==> config.mk <==
export PLATFORM = sky130hd
export DESIGN_NAME = gf_operand_loader
export DESIGN_NICKNAME = d
export VERILOG_FILES = /design/src/rtl/gf_pkg.sv /design/src/rtl/gf_serial_reducer.sv /design/src/rtl/gf_operand_loader.sv
export SDC_FILE = /design/constraint.sdc
export NUM_CORES = 2
export LEC_CHECK = 0
export CAP_MARGIN = 20
export CORE_MARGIN = 1
export CORE_UTILIZATION = 55
export CTS_CLUSTER_DIAMETER = 200
export DETAILED_ROUTE_END_ITERATION = 8
export PLACE_DENSITY = 0.78
export SYNTH_ARGS = -nofsm -noshare
export SYNTH_HDL_FRONTEND = slang
export SYNTH_HIERARCHICAL = 1
export SYNTH_SLANG_ARGS = --single-unit
==> constraint.sdc <==
create_clock -name clk -period 18.9 [get_ports clk]
set_clock_uncertainty 0.1 [all_clocks]
set_input_delay 3.78 -clock clk [delete_from_list [all_inputs] [get_ports clk]]
set_output_delay 3.78 -clock clk [all_outputs]
set_load 0.005 [all_outputs]
==> src/rtl/gf_pkg.sv <==
// Shared constants and types for the GF(2^255 - 19) operand loader.
// The word width matches the adder's 64-bit chunk width.
package gf_pkg;

    localparam int WORD_W = 64;
    localparam int NWORDS = 4;
    localparam int FOLD_K = 19;

    localparam logic [WORD_W*NWORDS-1:0] P_MOD = (256'd1 << 255) - 256'd19;

    typedef enum logic [2:0] {
        LOAD_A,
        RED_A,
        LOAD_B,
        RED_B,
        OUT
    } state_t;

endpackage

==> src/rtl/gf_serial_reducer.sv <==
// Word-serial reduction of a 256-bit value to canonical form mod 2^255 - 19.
// Phases 0-3 fold bit 255 back in as 19, phases 4-7 trial-subtract p, phase 7 selects.
module gf_serial_reducer
    import gf_pkg::*;
(
    input  logic                     clk,
    input  logic                     reset,
    input  logic                     start,
    input  logic [WORD_W*NWORDS-1:0] x,
    output logic                     done,
    output logic [WORD_W*NWORDS-1:0] y
);

    localparam int XW = WORD_W * NWORDS;

    logic          run_q;
    logic [2:0]    phase_q;
    logic [XW-1:0] t_sr;
    logic [XW-1:0] d_sr;
    logic          c_q;
    logic          bw_q;

    logic [1:0]        widx;
    logic [WORD_W-1:0] x_word;
    logic [WORD_W-1:0] fold_add;
    logic [WORD_W-1:0] p_word;
    logic [WORD_W:0]   sum;
    logic [WORD_W:0]   diff;
    logic [XW-1:0]     t_fold;
    logic [XW-1:0]     t_rot;
    logic [XW-1:0]     d_next;

    function automatic logic [WORD_W:0] add_word(input logic [WORD_W-1:0] a,
                                                 input logic [WORD_W-1:0] b,
                                                 input logic              cin);
        return {1'b0, a} + {1'b0, b} + {{WORD_W{1'b0}}, cin};
    endfunction

    // Bit WORD_W of the 65-bit difference is the outgoing borrow.
    function automatic logic [WORD_W:0] sub_word(input logic [WORD_W-1:0] a,
                                                 input logic [WORD_W-1:0] b,
                                                 input logic              bin);
        return {1'b0, a} - {1'b0, b} - {{WORD_W{1'b0}}, bin};
    endfunction

    always_comb begin
        widx   = phase_q[1:0];
        x_word = x[int'(widx)*WORD_W +: WORD_W];
        if (widx == 2'd3) begin
            x_word[WORD_W-1] = 1'b0;
        end
        fold_add = (widx == 2'd0 && x[XW-1]) ? WORD_W'(FOLD_K) : '0;
        p_word   = P_MOD[int'(widx)*WORD_W +: WORD_W];
        sum      = add_word(x_word, fold_add, (widx == 2'd0) ? 1'b0 : c_q);
        diff     = sub_word(t_sr[WORD_W-1:0], p_word, (widx == 2'd0) ? 1'b0 : bw_q);
        t_fold   = {sum[WORD_W-1:0], t_sr[XW-1:WORD_W]};
        t_rot    = {t_sr[WORD_W-1:0], t_sr[XW-1:WORD_W]};
        d_next   = {diff[WORD_W-1:0], d_sr[XW-1:WORD_W]};
    end

    // A final borrow means t < p, so t is already canonical.
    assign done = run_q && (phase_q == 3'd7);
    assign y    = diff[WORD_W] ? t_rot : d_next;

    always_ff @(posedge clk) begin
        if (reset) begin
            run_q   <= 1'b0;
            phase_q <= 3'd0;
        end else if (start) begin
            run_q   <= 1'b1;
            phase_q <= 3'd0;
        end else if (run_q) begin
            phase_q <= phase_q + 3'd1;
            if (phase_q == 3'd7) begin
                run_q <= 1'b0;
            end
        end
    end

    always_ff @(posedge clk) begin
        if (run_q) begin
            if (!phase_q[2]) begin
                t_sr <= t_fold;
                c_q  <= sum[WORD_W];
            end else begin
                t_sr <= t_rot;
                d_sr <= d_next;
                bw_q <= diff[WORD_W];
            end
        end
    end

endmodule

==> src/rtl/gf_operand_loader.sv <==
// Collects two 256-bit operands from a 64-bit word stream, reduces each mod p,
// and presents the canonical pair to the GF(p) adder with a valid/ready handshake.
module gf_operand_loader #(
    parameter int WORD_W = gf_pkg::WORD_W,
    parameter int NWORDS = gf_pkg::NWORDS
) (
    input  logic                     clk,
    input  logic                     reset,
    input  logic [WORD_W-1:0]        in_data,
    input  logic                     in_valid,
    output logic                     in_ready,
    output logic [WORD_W*NWORDS-1:0] out_a,
    output logic [WORD_W*NWORDS-1:0] out_b,
    output logic                     out_valid,
    input  logic                     out_ready
);
    import gf_pkg::*;

    localparam int XW = WORD_W * NWORDS;
    localparam int CW = $clog2(NWORDS);

    state_t        state;
    logic [CW-1:0] wcnt;
    logic [XW-1:0] x_sr;
    logic          out_valid_q;

    logic          loading;
    logic          accept;
    logic          red_start;
    logic          red_done;
    logic [XW-1:0] red_y;

    assign loading   = (state == LOAD_A) || (state == LOAD_B);
    assign in_ready  = loading && !reset;
    assign accept    = in_valid && in_ready;
    assign red_start = accept && (wcnt == CW'(NWORDS - 1));
    assign out_valid = out_valid_q && !reset;

    // Least-significant word arrives first, so shift in from the top.
    always_ff @(posedge clk) begin
        if (accept) begin
            x_sr <= {in_data, x_sr[XW-1:WORD_W]};
        end
    end

    gf_serial_reducer u_reducer (
        .clk   (clk),
        .reset (reset),
        .start (red_start),
        .x     (x_sr),
        .done  (red_done),
        .y     (red_y)
    );

    always_ff @(posedge clk) begin
        if (reset) begin
            state       <= LOAD_A;
            wcnt        <= '0;
            out_valid_q <= 1'b0;
            out_a       <= '0;
            out_b       <= '0;
        end else begin
            case (state)
                LOAD_A: begin
                    if (accept) begin
                        wcnt <= wcnt + 1'b1;
                        if (red_start) begin
                            state <= RED_A;
                        end
                    end
                end
                RED_A: begin
                    if (red_done) begin
                        out_a <= red_y;
                        state <= LOAD_B;
                    end
                end
                LOAD_B: begin
                    if (accept) begin
                        wcnt <= wcnt + 1'b1;
                        if (red_start) begin
                            state <= RED_B;
                        end
                    end
                end
                RED_B: begin
                    if (red_done) begin
                        out_b       <= red_y;
                        out_valid_q <= 1'b1;
                        state       <= OUT;
                    end
                end
                OUT: begin
                    if (out_ready) begin
                        out_valid_q <= 1'b0;
                        state       <= LOAD_A;
                    end
                end
                default: begin
                    state       <= LOAD_A;
                    out_valid_q <= 1'b0;
                end
            endcase
        end
    end

endmodule

==> results.toml <==
[clocking]
cts_buffer_depth = 3
ctsResizeCount = 0
postCtsSetupRepairBufs = 0
h-tree-depth = 3
cts_hold_buffers = 0
cts_buffers = 118
cts_tree = "yes"
cts.sinks = 1228
clockRootBuffer = "clkbuf_16"
clk_pin_slew_ns = 0.06
clk_latency_ns = 0.71

[routing]
ant_nets = 0
wirelength_um = 135900
drc = 0
vias_per_cell = 5.664
num_vias = 36922
drt-initial-drc-count = 4142
first_pass_iters = 6
wl_per_cell_um = 20.84

[cells_and_area]
syn_to_final_growth_pct = 19.69
layout_common_cells = "nand2_1 (1,805), edfxtp_1 (706), a21oi_1 (595), clkdlybuf4s50_1 (580), dfxtp_1 (518)"
drive_gt1_share_pct = 6.009
nets = 5385
layout_commonest_cell = "nand2_1"

[setup_path]
crit_type = "in -> out"
endpoint_kind = "output port"
startpoint = "reset"
r2r-start = "u_reducer/phase_q[0]"
path_buf_inv = 3
worst_ep_arrival_time_ns = 5.77
crit_path_max_fanout = 163
r2r_cells = 20
crit_chain = "buf_8 > buf_12 > nor3_1 > clkdlybuf4s50_1"
timing.rr.end = "out_b[194]"
worstPathRequired_ns = 15.02
crit_path_start_kind = "primary input"
critical_path_cell_count = 4
rrSetupSlack_ns = 12.08
max_stage_delay_ns = 0.54
endpoint = "in_ready"
crit_family = "buffers and inverters"
slowest_stage = "buf_12"

[global_routing]
grt-ovfl-total = 0
grt_pass1_wl_um = 204500
antenna_found_initial = 6
track_usage_pct = 28.64
grt_pass1_vias = 34416
grt_max_degree = 216

[sta]
maxClockFrequency_ghz = 0.1036
finalSetupTns_ns = 0
fin_crit_sh_pct = 51.05
relSlewSlack_pct = 23.79
rsz0062_at_grt = "false"
fin_ws_ns = 9.251
setup_violations = 0
finalHoldViolations = 0
maxSlewViolCount = 0
worstMarginPinSlew_ns = 1.143
min_period_ns = 9.649

[placed_design]
hpwl_um = 91400
pre_cts_slack_ns = 9.313
finalWeightedCongestion = 0.9323
placement.io_buffers = 581

[power_and_ir_drop]
combPwrFrac_pct = 2.0
ir_drop_v = 0.00008233
netSwitchingFraction_pct = 20.66
p_leak_nw = 20.67
power_per_cell_area_mw_per_mm2 = 89.14
p_int_mw = 4.252
power.switching_mw = 1.107
p_seq_share_pct = 53.2
power_frac_clock_pct = 44.8

[worst_hold_path]
hold_path.class = "reg -> reg"

[floorplan]
start_util_pct = 55.63
die_y_um = 304.2
die_area_mm2 = 0.09253
die_w_um = 304.2
row_count = 110
fp.coreArea_mm2 = 0.09029
ios = 582

[synthesis]
ys_async_sr_fraction_pct = 0
synth_area_mm2 = 0.05022
synth_edf_count = 706
syn_nets = 4941
yosys_warnings = 6
synthCells = 4795
yosys_most_used_dff = "edfxtp_1"
syn_area_per_cell_um2 = 10.47
ys_types = 75
ys_ff_latch = 1228
ys_seq_area_share_pct = 63.02

[status]
outcome = "complete, no violations"

[run]
max_cap_violations = 0
sequential cells by signal, indices dropped and copies added, names as in the netlist:
| name | count |
|---|---|
| out_a | 256 |
| out_b | 256 |
| u_reducer/t_sr | 256 |
| x_sr | 256 |
| u_reducer/d_sr | 192 |
| state | 3 |
| u_reducer/phase_q | 3 |
| wcnt | 2 |
| out_valid_q | 1 |
| u_reducer/bw_q | 1 |
| u_reducer/c_q | 1 |
| u_reducer/run_q | 1 |
per-layer routing:
| layer | routed length (um) | share of wire (%) | global-route usage (%) | up-vias |
|---|---|---|---|---|
| met5 | 0 | 0 | 0 | - |
| met3 | 11470 | 8.4 | 4.979 | 250 |
| li1 | - | - | - | 17226 |
| met1 | 56380 | 41 | 39.91 | 17774 |
| met4 | 5400 | 4.0 | 11.56 | 0 |
| met2 | 62620 | 46 | 44.68 | 1672 |
cells in the mapped netlist, types with 3 or more instances:
cell type,count,area (um2)
a21oi_1,595,2978
buf_2,108,540.5
inv_1,105,394.1
edfxtp_1,706,21200
ha_1,75,938.4
a21o_1,33,247.7
o221ai_1,4,35.03
or2_2,4,25.02
nor2_1,57,214.0
and3_1,14,87.58
nand2b_1,8,50.05
nand3_1,29,145.1
fa_1,3,60.06
a311o_1,3,30.03
a31oi_1,8,50.05
o21bai_1,16,120.1
mux2_2,10,112.6
xor2_1,55,481.7
a211oi_1,4,30.03
o21a_1,8,60.06
o31ai_1,4,30.03
nor3_1,29,145.1
nand4_1,27,168.9
clkbuf_1,108,405.4
o21ai_1,94,470.5
o211ai_1,5,37.54
or3_1,5,31.28
dfxtp_1,522,10450
o21ai_0,58,290.3
and2_1,16,100.1
nand3b_1,3,22.52
nand2_1,1805,6775
mux4_2,64,1441
mux2_1,7,78.83
xnor2_1,72,630.6
buf_6,55,619.3
and4_1,6,52.55
nor2b_1,7,43.79
nor4_1,5,31.28
buf_4,13,97.59
cell type report:
type	instances	area, um2
antenna	1	2.502
clock buffer	166	3352
clock inverter	57	599.3
fill	6706	30170
inverter	106	402.9
multi-input combinational	3174	16520
sequential	1228	31670
tap	1176	1471
timing repair buffer	611	6096
power by group through the flow:
stage	Clock (mW)	Combinational (mW)	Sequential, mW
floorplan	0	0.0651	2.91
global placement	0	0.106	2.91
detailed placement	0	0.107	2.91
CTS	2.43	0.108	2.85
global route	2.53	0.116	2.85
finish	2.40	0.109	2.85
worst min path at each step:
| stage | from | endpoint | cells past startpoint |
|---|---|---|---|
| after floorplan | x_sr[164] | x_sr[100] | 0 |
| after global placement | x_sr[88] | x_sr[24] | 0 |
| after detailed placement | x_sr[165] | x_sr[101] | 0 |
| after CTS | u_reducer/t_sr[206] | u_reducer/t_sr[142] | 0 |
| after global routing | x_sr[152] | x_sr[88] | 0 |
| final | u_reducer/t_sr[145] | u_reducer/t_sr[81] | 0 |
metrics by stage:
stage	power, mW	utilization (%)	cells	cell area, um2	hold slack (ns)
global placement	3.012	62.20	6295	56160	0.3225
floorplan	2.975	-	4795	50220	0.3207
global route	5.502	66.58	6518	60110	0.3406
CTS	5.387	66.58	6518	60110	0.3277
finish	5.359	66.58	6519	60110	0.3400
detailed placement	3.016	62.20	6295	56160	0.3285
cell families after synthesis:
group	synth area share, %
and+or+nand+nor	16.03
buffers and inverters	4.170
xor gates and xnor gates	2.247
muxes	3.291
AOI/OAI and AO/OA	9.250
DFF	63.02
adders and majority gates	1.988
Note: power is estimated with default switching activity, not from simulation.
